===== src/rtl/bconv_ex_sched.sv =====
// Shared B∪Ba->q base-conversion scheduler: arbitration, in-flight tag FIFO,
// completion routing and watchdog. Optional BCONV_SCHED_PRIO0_EN: requester 0 wins.
module bconv_ex_sched #(
  parameter int NUM_REQ        = 3,
  parameter int MAX_INFLIGHT   = 2,
  parameter int MIN_GAP        = 1,
  parameter int TIMEOUT_CYCLES = 64,
  parameter int TAG_W          = ($clog2(NUM_REQ) < 1) ? 1 : $clog2(NUM_REQ)
) (
  input  logic                              clk,
  input  logic                              reset,
  input  logic [NUM_REQ-1:0]                req_valid,
  output logic [NUM_REQ-1:0]                req_ready,
  output logic                              conv_in_valid,
  output logic [TAG_W-1:0]                  conv_sel,
  input  logic                              conv_out_valid,
  output logic [NUM_REQ-1:0]                rsp_valid,
  output logic [TAG_W-1:0]                  rsp_tag,
  output logic [$clog2(MAX_INFLIGHT+1)-1:0] inflight,
  output logic                              busy,
  output logic                              err_timeout,
  output logic                              err_spurious,
  input  logic                              err_clear
);

  localparam int CW = $clog2(MAX_INFLIGHT + 1);
  localparam int PW = (MAX_INFLIGHT > 1) ? $clog2(MAX_INFLIGHT) : 1;
  localparam int GW = $clog2(MIN_GAP + 1);
  localparam int WW = $clog2(TIMEOUT_CYCLES + 1);

  localparam logic [0:0] S_RUN = 1'b0;
  localparam logic [0:0] S_ERR = 1'b1;

  localparam logic [NUM_REQ-1:0] ONE = {{(NUM_REQ-1){1'b0}}, 1'b1};

  logic [0:0]       state_q, state_d;
  logic [TAG_W-1:0] tag_q [MAX_INFLIGHT];
  logic [PW-1:0]    rd_q, rd_d;
  logic [PW-1:0]    wr_q, wr_d;
  logic [CW-1:0]    cnt_q, cnt_d;
  logic [TAG_W-1:0] rr_q, rr_d;
  logic [GW-1:0]    gap_q, gap_d;
  logic [WW-1:0]    wd_q, wd_d;
  logic             eto_q, eto_d;
  logic             esp_q, esp_d;

  logic             found;
  logic [TAG_W-1:0] gidx;
  logic [TAG_W-1:0] rr_nxt;
  logic [TAG_W-1:0] head;
  logic             empty;
  logic             pop;
  logic             spurious;
  logic             issue;
  logic             waiting;
  int               arb_j;
  int               arb_b;

  function automatic logic [PW-1:0] ptr_inc(input logic [PW-1:0] p);
    return (p == PW'(MAX_INFLIGHT - 1)) ? '0 : p + 1'b1;
  endfunction

  assign empty = (cnt_q == '0);
  assign head  = tag_q[rd_q];

  // Completions route even in ERR; a completion in the clear cycle is dropped.
  assign pop = conv_out_valid & ~empty & ~err_clear & ~reset;

  assign spurious = conv_out_valid & empty & ~err_clear
                  & (state_q == S_RUN);

  assign waiting = ~empty & ~pop;

`ifdef BCONV_SCHED_PRIO0_EN
  // Requester 0 wins outright; the rest rotate over 1..NUM_REQ-1.
  always_comb begin
    found = 1'b0;
    gidx  = '0;
    arb_j = 0;
    arb_b = (rr_q == '0) ? 1 : int'(rr_q);
    if (req_valid[0]) begin
      found = 1'b1;
    end else begin
      for (int i = 0; i < NUM_REQ - 1; i++) begin
        arb_j = 1 + ((arb_b - 1 + i) % (NUM_REQ - 1));
        if (!found && req_valid[arb_j]) begin
          found = 1'b1;
          gidx  = TAG_W'(arb_j);
        end
      end
    end
    if (gidx == '0)
      rr_nxt = rr_q;
    else if (gidx == TAG_W'(NUM_REQ - 1))
      rr_nxt = TAG_W'(1);
    else
      rr_nxt = gidx + 1'b1;
  end
`else
  // Round-robin over all requesters starting at the pointer.
  always_comb begin
    found = 1'b0;
    gidx  = '0;
    arb_j = 0;
    arb_b = int'(rr_q);
    for (int i = 0; i < NUM_REQ; i++) begin
      arb_j = (arb_b + i) % NUM_REQ;
      if (!found && req_valid[arb_j]) begin
        found = 1'b1;
        gidx  = TAG_W'(arb_j);
      end
    end
    if (gidx == TAG_W'(NUM_REQ - 1))
      rr_nxt = '0;
    else
      rr_nxt = gidx + 1'b1;
  end
`endif

  // A slot freed by this cycle's pop can be reused in the same cycle.
  assign issue = (state_q == S_RUN) & ~err_clear & ~reset & found
               & (gap_q == '0)
               & ((cnt_q < CW'(MAX_INFLIGHT)) | pop);

  // Zero-cycle grant and unregistered completion strobe.
  always_comb begin
    req_ready     = issue ? (ONE << gidx) : '0;
    conv_in_valid = issue;
    conv_sel      = issue ? gidx : '0;
    rsp_valid     = pop ? (ONE << head) : '0;
    rsp_tag       = pop ? head : '0;
  end

  assign inflight     = cnt_q;
  assign busy         = ~empty;
  assign err_timeout  = eto_q;
  assign err_spurious = esp_q;

  // Next-state for FIFO, pacing, watchdog and error FSM.
  always_comb begin
    state_d = state_q;
    rd_d    = rd_q;
    wr_d    = wr_q;
    cnt_d   = cnt_q;
    rr_d    = rr_q;
    gap_d   = gap_q;
    wd_d    = wd_q;
    eto_d   = eto_q;
    esp_d   = esp_q;
    if (err_clear) begin
      state_d = S_RUN;
      rd_d    = '0;
      wr_d    = '0;
      cnt_d   = '0;
      gap_d   = '0;
      wd_d    = '0;
      eto_d   = 1'b0;
      esp_d   = 1'b0;
    end else begin
      if (pop)
        rd_d = ptr_inc(rd_q);
      if (issue) begin
        wr_d  = ptr_inc(wr_q);
        rr_d  = rr_nxt;
        gap_d = GW'(MIN_GAP - 1);
      end else if (gap_q != '0) begin
        gap_d = gap_q - 1'b1;
      end
      unique case ({issue, pop})
        2'b10:   cnt_d = cnt_q + 1'b1;
        2'b01:   cnt_d = cnt_q - 1'b1;
        default: cnt_d = cnt_q;
      endcase
      if (waiting) begin
        if (wd_q < WW'(TIMEOUT_CYCLES))
          wd_d = wd_q + 1'b1;
      end else begin
        wd_d = '0;
      end
      if (spurious) begin
        esp_d   = 1'b1;
        state_d = S_ERR;
      end
      if ((state_q == S_RUN) && waiting
          && (wd_q == WW'(TIMEOUT_CYCLES - 1))) begin
        eto_d   = 1'b1;
        state_d = S_ERR;
      end
    end
  end

  // State registers.
  always_ff @(posedge clk or posedge reset) begin
    if (reset) begin
      state_q <= S_RUN;
      rd_q    <= '0;
      wr_q    <= '0;
      cnt_q   <= '0;
      rr_q    <= '0;
      gap_q   <= '0;
      wd_q    <= '0;
      eto_q   <= 1'b0;
      esp_q   <= 1'b0;
    end else begin
      state_q <= state_d;
      rd_q    <= rd_d;
      wr_q    <= wr_d;
      cnt_q   <= cnt_d;
      rr_q    <= rr_d;
      gap_q   <= gap_d;
      wd_q    <= wd_d;
      eto_q   <= eto_d;
      esp_q   <= esp_d;
    end
  end

  // Tag storage: owner of each outstanding conversion in issue order.
  always_ff @(posedge clk or posedge reset) begin
    if (reset) begin
      for (int i = 0; i < MAX_INFLIGHT; i++)
        tag_q[i] <= '0;
    end else if (issue) begin
      tag_q[wr_q] <= gidx;
    end
  end

endmodule


===== config.mk =====
export PLATFORM = sky130hd
export DESIGN_NAME = bconv_ex_sched
export DESIGN_NICKNAME = d
export VERILOG_FILES = /design/src/rtl/bconv_ex_sched.sv
export SDC_FILE = /design/constraint.sdc
export NUM_CORES = 1
export LEC_CHECK = 0
export ABC_AREA = 1
export CAP_MARGIN = 5
export CORE_UTILIZATION = 56
export DETAILED_ROUTE_END_ITERATION = 7
export DONT_BUFFER_PORTS = 1
export GPL_ROUTABILITY_DRIVEN = 0
export PLACE_DENSITY = 0.74
export SLEW_MARGIN = 20
export SYNTH_ARGS = -nofsm -noshare
export SYNTH_HDL_FRONTEND = slang
export SYNTH_SLANG_ARGS = --single-unit

===== constraint.sdc =====
create_clock -name clk -period 1.9 [get_ports clk]
set_clock_uncertainty 0.1 [all_clocks]
set_input_delay 0.38 -clock clk [delete_from_list [all_inputs] [get_ports clk]]
set_output_delay 0.38 -clock clk [all_outputs]
set_load 0.02 [all_outputs]

## Yosys cells after proc, flatten, opt, wreduce, memory -nomap -nowiden

Cells that the tools add are included.

- Bits in registers: 21
- Input bits: 7
- Output and inout bits: 16
- Logic and storage cells: 120

- Add/subtract/negate cells: 9
- Divide/modulo/power cells: 3
- Order comparisons: 8
- Equal/unequal tests: 5
- Shift-type cells: 2
- Muxes and demuxes: 46
- Bitwise gates (word level): 21
- Reductions and logical operators: 15

Operator list:

| cell | count |
|---|---|
| $lt A32 B4 Y1 const B | 3 |
| $mod A32 B3 Y32 const B | 2 |
| $mod A3 B3 Y32 const B | 1 |
| $mux W1 | 24 |
| $mux W2 | 11 |
| $mux W7 | 3 |
| $and A1 B1 Y1 | 12 |
| $reduce_bool A2 Y1 | 4 |
| $add A7 B1 Y7 const B | 1 |
| $eq A7 B6 Y1 const B | 1 |
| $lt A7 B7 Y1 const B | 1 |
| $bmux W1 S2 | 3 |
| $mux W3 | 2 |
| $not A1 Y1 | 6 |
| $reduce_bool A3 Y1 | 2 |
| $shl A1 B2 Y3 const A | 2 |
| $logic_and A1 B1 Y1 | 5 |
| $add A2 B1 Y2 const B | 2 |
| $bwmux W4 | 1 |
| $eq A2 B2 Y1 const B | 2 |
| $ge A2 B2 Y1 const B | 2 |
| $not A1 Y2 | 2 |
| $pmux W2 S2 | 1 |
| $add A2 B1 Y3 const B | 1 |
| other kinds (13) | 15 |

## Logic depth before layout (Yosys ltp)

- Depth in word-level cells: 17
- Depth in mapped cells: 12

## Worst setup path before layout

No wires, ideal clock.

- Kind: input -> output
- Start: input reset
- End: output req_ready[0]
- Arrival time: 1.778 ns
- Slack: -0.358 ns
- Cell stages on the path: 7
- Buffers on the path: 0
- Path through: inv_1 nand3_1 a21oi_2 nand2_4 inv_1 nand3_2 inv_1

- Cells in the longest elaborated chain, start to end: 6
- Elaborated cells between the ends (all ways): 8
- Classes of those cells: mux: 1; bitwise: 7

Ends and longest elaborated chain:

| item | RTL line | text |
|---|---|---|
| from (decl) | 11 | `input logic reset,` |
| $not A1 Y1 (*) | 67, 121 |  |
| $and A1 B1 Y1 (2 in series) | 121 | `assign issue = (state_q == S_RUN) & ~err_clear & ~reset & found` |
| $and A1 B1 Y1 | 122 | `& (gap_q == '0)` |
| $and A1 B1 Y1 (*) | 123 | `& ((cnt_q < CW'(MAX_INFLIGHT)) \| pop);` |
| via conv_in_valid | 14 | `output logic conv_in_valid,` |
| $mux W3 (*) | 127 | `req_ready = issue ? (ONE << gidx) : '0;` |
| to (decl) | 13 | `output logic [NUM_REQ-1:0] req_ready,` |

Mark *: on every way through the listed nets, which the timed path passes. The rest lies on a longest branch.

## Final worst setup path

- Start: register rr_q[0]
- End: output conv_sel[0]

- Cells in the longest elaborated chain, start to end: 15
- Elaborated cells between the ends (all ways): 28
- Classes of those cells: add/sub: 2; div: 3; mux: 16; bitwise: 3; reduce/logical: 4

Ends and longest elaborated chain:

| item | RTL line | text |
|---|---|---|
| from (decl) | 41 | `logic [TAG_W-1:0] rr_q, rr_d;` |
| from (signal assigned) | 209 | `rr_q <= rr_d;` |
| branches (longest 14 deep; another with $mod A32 B3 Y32) | n/a |  |
| $mux W2 (*) | 129 | `conv_sel = issue ? gidx : '0;` |
| to (decl) | 15 | `output logic [TAG_W-1:0] conv_sel,` |

Every way passes the cells marked *. The select of a mux whose other input is x is not followed.

==> impl_summary.log <==
[metrics] post-placement cell count: 234
[metrics] average wire per cell in the routed design: 15.3 µm
[metrics] detail-routed via count per cell: 5.65
[metrics] number of DRC violations after detailed-routing iteration 0: 43
[metrics] combinational share of power: 65.4%
[metrics] filler instances: 121
[metrics] commonest non-fill, non-tap cell in the layout: sky130_fd_sc_hd__nand2_1
[metrics] final period utilization: 135%
[metrics] Worst Reg-to-Reg Cells: 13
[metrics] final wirelength: 3890 µm
[metrics] outcome: finished, violations left
[metrics] Max H-tree Level: 1
[metrics] number of instances on the worst hold path: 1
[metrics] nets in the synthesized netlist: 196
[metrics] Critical Path Fanout Max: 5
[metrics] count of mapped cells out of synthesis: 184
[metrics] endpoint of the most critical register-to-register path: inflight[1]
[metrics] worst min-delay path startpoint: err_clear
[metrics] Worst Tran Pin Value: 0.287 ns
[metrics] layout cells sized above 1: 40.7%
[metrics] Yosys warning count: 0
[metrics] CP startpoint kind: flop
[metrics] Die Wd: 51.2 µm
[metrics] row count: 17
[metrics] Psw: 0.00130 W
[metrics] fraction of power consumed by sequential logic: 22.5%
[metrics] height of the die: 51.2 µm
[metrics] maximum number of pins on one net before global-route repair: 21
[metrics] internal power summed over all cells: 0.00152 W
[metrics] Clock power frac: 12.2%
[metrics] core area: 0.00225 mm²
[metrics] setup repair after global routing missed its margin: yes
[metrics] Max stage delay on crit path: 0.41 ns
[metrics] cell area after placement: 0.00161 mm²
[metrics] post-synthesis cell area: 0.00135 mm²
[metrics] number of nets with antenna violations after routing: 0
[metrics] count of pins over their slew limit: 0
[metrics] count of port buffers added during placement: 0
[metrics] leak pwr: 0.965 nW
[metrics] proportion of synthesized chip area in sequential cells: 37.0%
[metrics] power per cell area: 1480 mW/mm²
[metrics] post-layout instance area: 0.00191 mm²
[metrics] maximum ir drop on the vdd rail: 1.45 mV
[metrics] number of antenna violations at the first check in global routing: 0
[metrics] number of vias after detailed routing: 1434
[metrics] Post-Synthesis Mean Instance Area: 7.36 µm²
[metrics] number of distinct library cells after synthesis: 27
[metrics] area added between synthesis and finish: 41.3%
[metrics] number of buffers created by CTS: 3
[metrics] number of hold violations in the final report: 0
[metrics] maximum clock path buffer count: 2
[metrics] Max Cap Viol: 0
[metrics] number of primary I/O pins: 23
[metrics] capturing element type of the critical path: output pin
[metrics] clock tree from TritonCTS: yes
[metrics] kind of critical path: flop to output pin
[metrics] worst min-delay path class: input pin to flop
[metrics] CTS sink count: 20
[metrics] worst-case hold slack: 0.0309 ns
[metrics] final setup fails: 16
[metrics] Relative slew margins: 80.8%
[metrics] root cell of the clock tree: sky130_fd_sc_hd__clkbuf_4
[metrics] r2r startpoint: rr_q[0]
[metrics] cell-by-cell trace of the critical path: inv_2, ha_4, buf_4, nor2_4, a21oi_4, nand3_1, nand2_1, nand2_2, buf_4, nor2_4
[metrics] Max Clock Freq: 0.390 GHz
[metrics] critical path data required time: 1.42 ns
[metrics] setup slack, reg-to-reg: -0.15 ns
[metrics] overall track demand over capacity in global routing: 29.9%
[metrics] ant diodes: 0
[metrics] total gr overflow: 0
[metrics] Post-Place Worst Slack: -0.298 ns
[metrics] slack of the critical path: -0.665 ns
[metrics] violated checks: negative setup slack
[metrics] clock transition at the registers of the reported paths: 0.11 ns
[metrics] Nets: 239
[metrics] arrival time of the worst setup path: 2.08 ns
[metrics] clock insertion delay at the later pin of the skew report: 0.30 ns
[metrics] half-perimeter wire length after placement: 2440 µm
[metrics] global-route wire length before repair: 5620 µm
[metrics] final non-filler cell total: 254
[metrics] end of the worst hold path: err_timeout
[metrics] DRC errors left: 0
[metrics] commonest cells after routing, fill and taps aside: sky130_fd_sc_hd__nand2_1 (38), sky130_fd_sc_hd__buf_4 (34), sky130_fd_sc_hd__inv_1 (21)
[metrics] effective utilization at floorplan: 60.0%
[metrics] area enclosed by the die boundary: 0.00262 mm²
[metrics] min cycle time layout: 2.56 ns
[metrics] net switching fraction of the power: 46.2%
[metrics] via count of the first global-routing pass: 1328
[metrics] first-pass iteration count of the detailed router: 4
[metrics] Critical Path Slowest Stage Cell: sky130_fd_sc_hd__dfrtp_1
[metrics] count of state elements after synthesis: 20
==> critical path: cells and delay by family, from the launching register on <==
family          cells  cell delay [ns]
simple gates        5             0.51
compound gates      1             0.20
buf+inv             3             0.36
flops               1             0.41
fa+ha+maj           1             0.31
==> stage by stage <==
stage          power (W)  setup TNS, ns  utilization (%)
4_1_cts          0.00261          -3.26             79.8
2_1_floorplan    0.00155         -0.631                -
3_5_place_dp     0.00196          -2.12             71.2
6_report         0.00283          -4.50             84.9
5_1_grt          0.00300          -5.77             84.9
3_3_place_gp     0.00189          -1.05             71.2
==> how the worst max path moves through the flow <==
stage | startpoint | endpoint | cells past startpoint
floorplan | rr_q[0] | req_ready[0] | 11
global placement | rr_q[0] | req_ready[0] | 11
detailed placement | rr_q[1] | req_ready[0] | 11
CTS | rr_q[1] | req_ready[0] | 10
global route | rr_q[0] | conv_sel[0] | 11
finish | rr_q[0] | conv_sel[0] | 10
==> sequential cells by signal, summed over array words and instances (netlist names) <==
register / count
err_spurious: 1
err_timeout: 1
inflight: 2
rd_q: 1
rr_q: 2
state_q: 1
tag_q: 4
wd_q: 7
wr_q: 1
==> layer usage <==
layer | global-route usage, % | vias to the layer above | part of all wire, %
met2 | 58.6 | 69 | 54
met5 | 0 | - | 0
met3 | 3.27 | 12 | 5.1
li1 | - | 672 | -
met4 | 12.5 | 0 | 2.7
met1 | 31.5 | 681 | 38
==> power by group through the flow <==
stage	registers, W	clock network (W)	logic [W]
2_1_floorplan	0.000635	0	0.000919
3_3_place_gp	0.000618	0	0.00127
3_5_place_dp	0.000629	0	0.00133
4_1_cts	0.000616	0.000349	0.00164
5_1_grt	0.000643	0.000360	0.00200
6_report	0.000636	0.000344	0.00185
==> synthesized netlist by cell type <==
library cell               number  area, µm²
sky130_fd_sc_hd__o21ai_0        9       45.0
sky130_fd_sc_hd__a21o_1         1       7.51
sky130_fd_sc_hd__inv_1         29        109
sky130_fd_sc_hd__o21a_1         1       7.51
sky130_fd_sc_hd__nand4_1        4       25.0
sky130_fd_sc_hd__a21oi_4        1       16.3
sky130_fd_sc_hd__o21ai_2        1       8.76
sky130_fd_sc_hd__nand2_2        2       12.5
sky130_fd_sc_hd__o21ai_1        5       25.0
sky130_fd_sc_hd__nand2_4        2       22.5
sky130_fd_sc_hd__and3_1         1       6.26
sky130_fd_sc_hd__a21oi_1        3       15.0
sky130_fd_sc_hd__ha_1           5       62.6
sky130_fd_sc_hd__buf_12         1       20.0
sky130_fd_sc_hd__dfrtp_1       20        500
sky130_fd_sc_hd__buf_6          1       11.3
sky130_fd_sc_hd__nor3_1         5       25.0
sky130_fd_sc_hd__xor2_1         3       26.3
sky130_fd_sc_hd__nand3_2        5       50.1
sky130_fd_sc_hd__a21boi_0       1       7.51
sky130_fd_sc_hd__nand3_1       13       65.1
sky130_fd_sc_hd__nand4_2        1       12.5
sky130_fd_sc_hd__a21oi_2        1       8.76
sky130_fd_sc_hd__inv_2          2       7.51
sky130_fd_sc_hd__a31oi_1        2       12.5
sky130_fd_sc_hd__nand2_1       44        165
sky130_fd_sc_hd__nor2_1        21       78.8
==> layout make-up <==
cell class	count	area [µm²]	area share [%]
Tap cell	28	35.0	1.83
Timing Repair Buffer	40	330	17.3
Clock buffer	3	22.5	1.18
Sequential cell	20	502	26.2
Multi-Input combinational cell	131	867	45.3
Inverter	31	126	6.61
Clock inverter	1	30.0	1.57
==> what timing repair did <==
item / CTS / global route
endpoints found under the hold margin: 20 / 0
gates resized for setup: 22 / 18
hold buffers: 1 / 0
buffers inserted: 9 / 8
pin swaps: 10 / 7
setup endpoints to repair: 20 / 20
==> cell families (layout without fill, tap and decap cells) <==
group | count (synthesis) | in the layout | share of synthesized area [%]
AO/OA/AOI/OAI | 25 | 25 | 11.4
adder cells (fa/ha/maj) | 5 | 5 | 4.62
XOR/XNOR | 3 | 3 | 1.94
AND/OR/NAND/NOR | 98 | 98 | 34.2
buffers and inverters | 33 | 75 | 10.9
flip-flops | 20 | 20 | 37.0
Note: power is estimated with default switching activity, not from simulation.
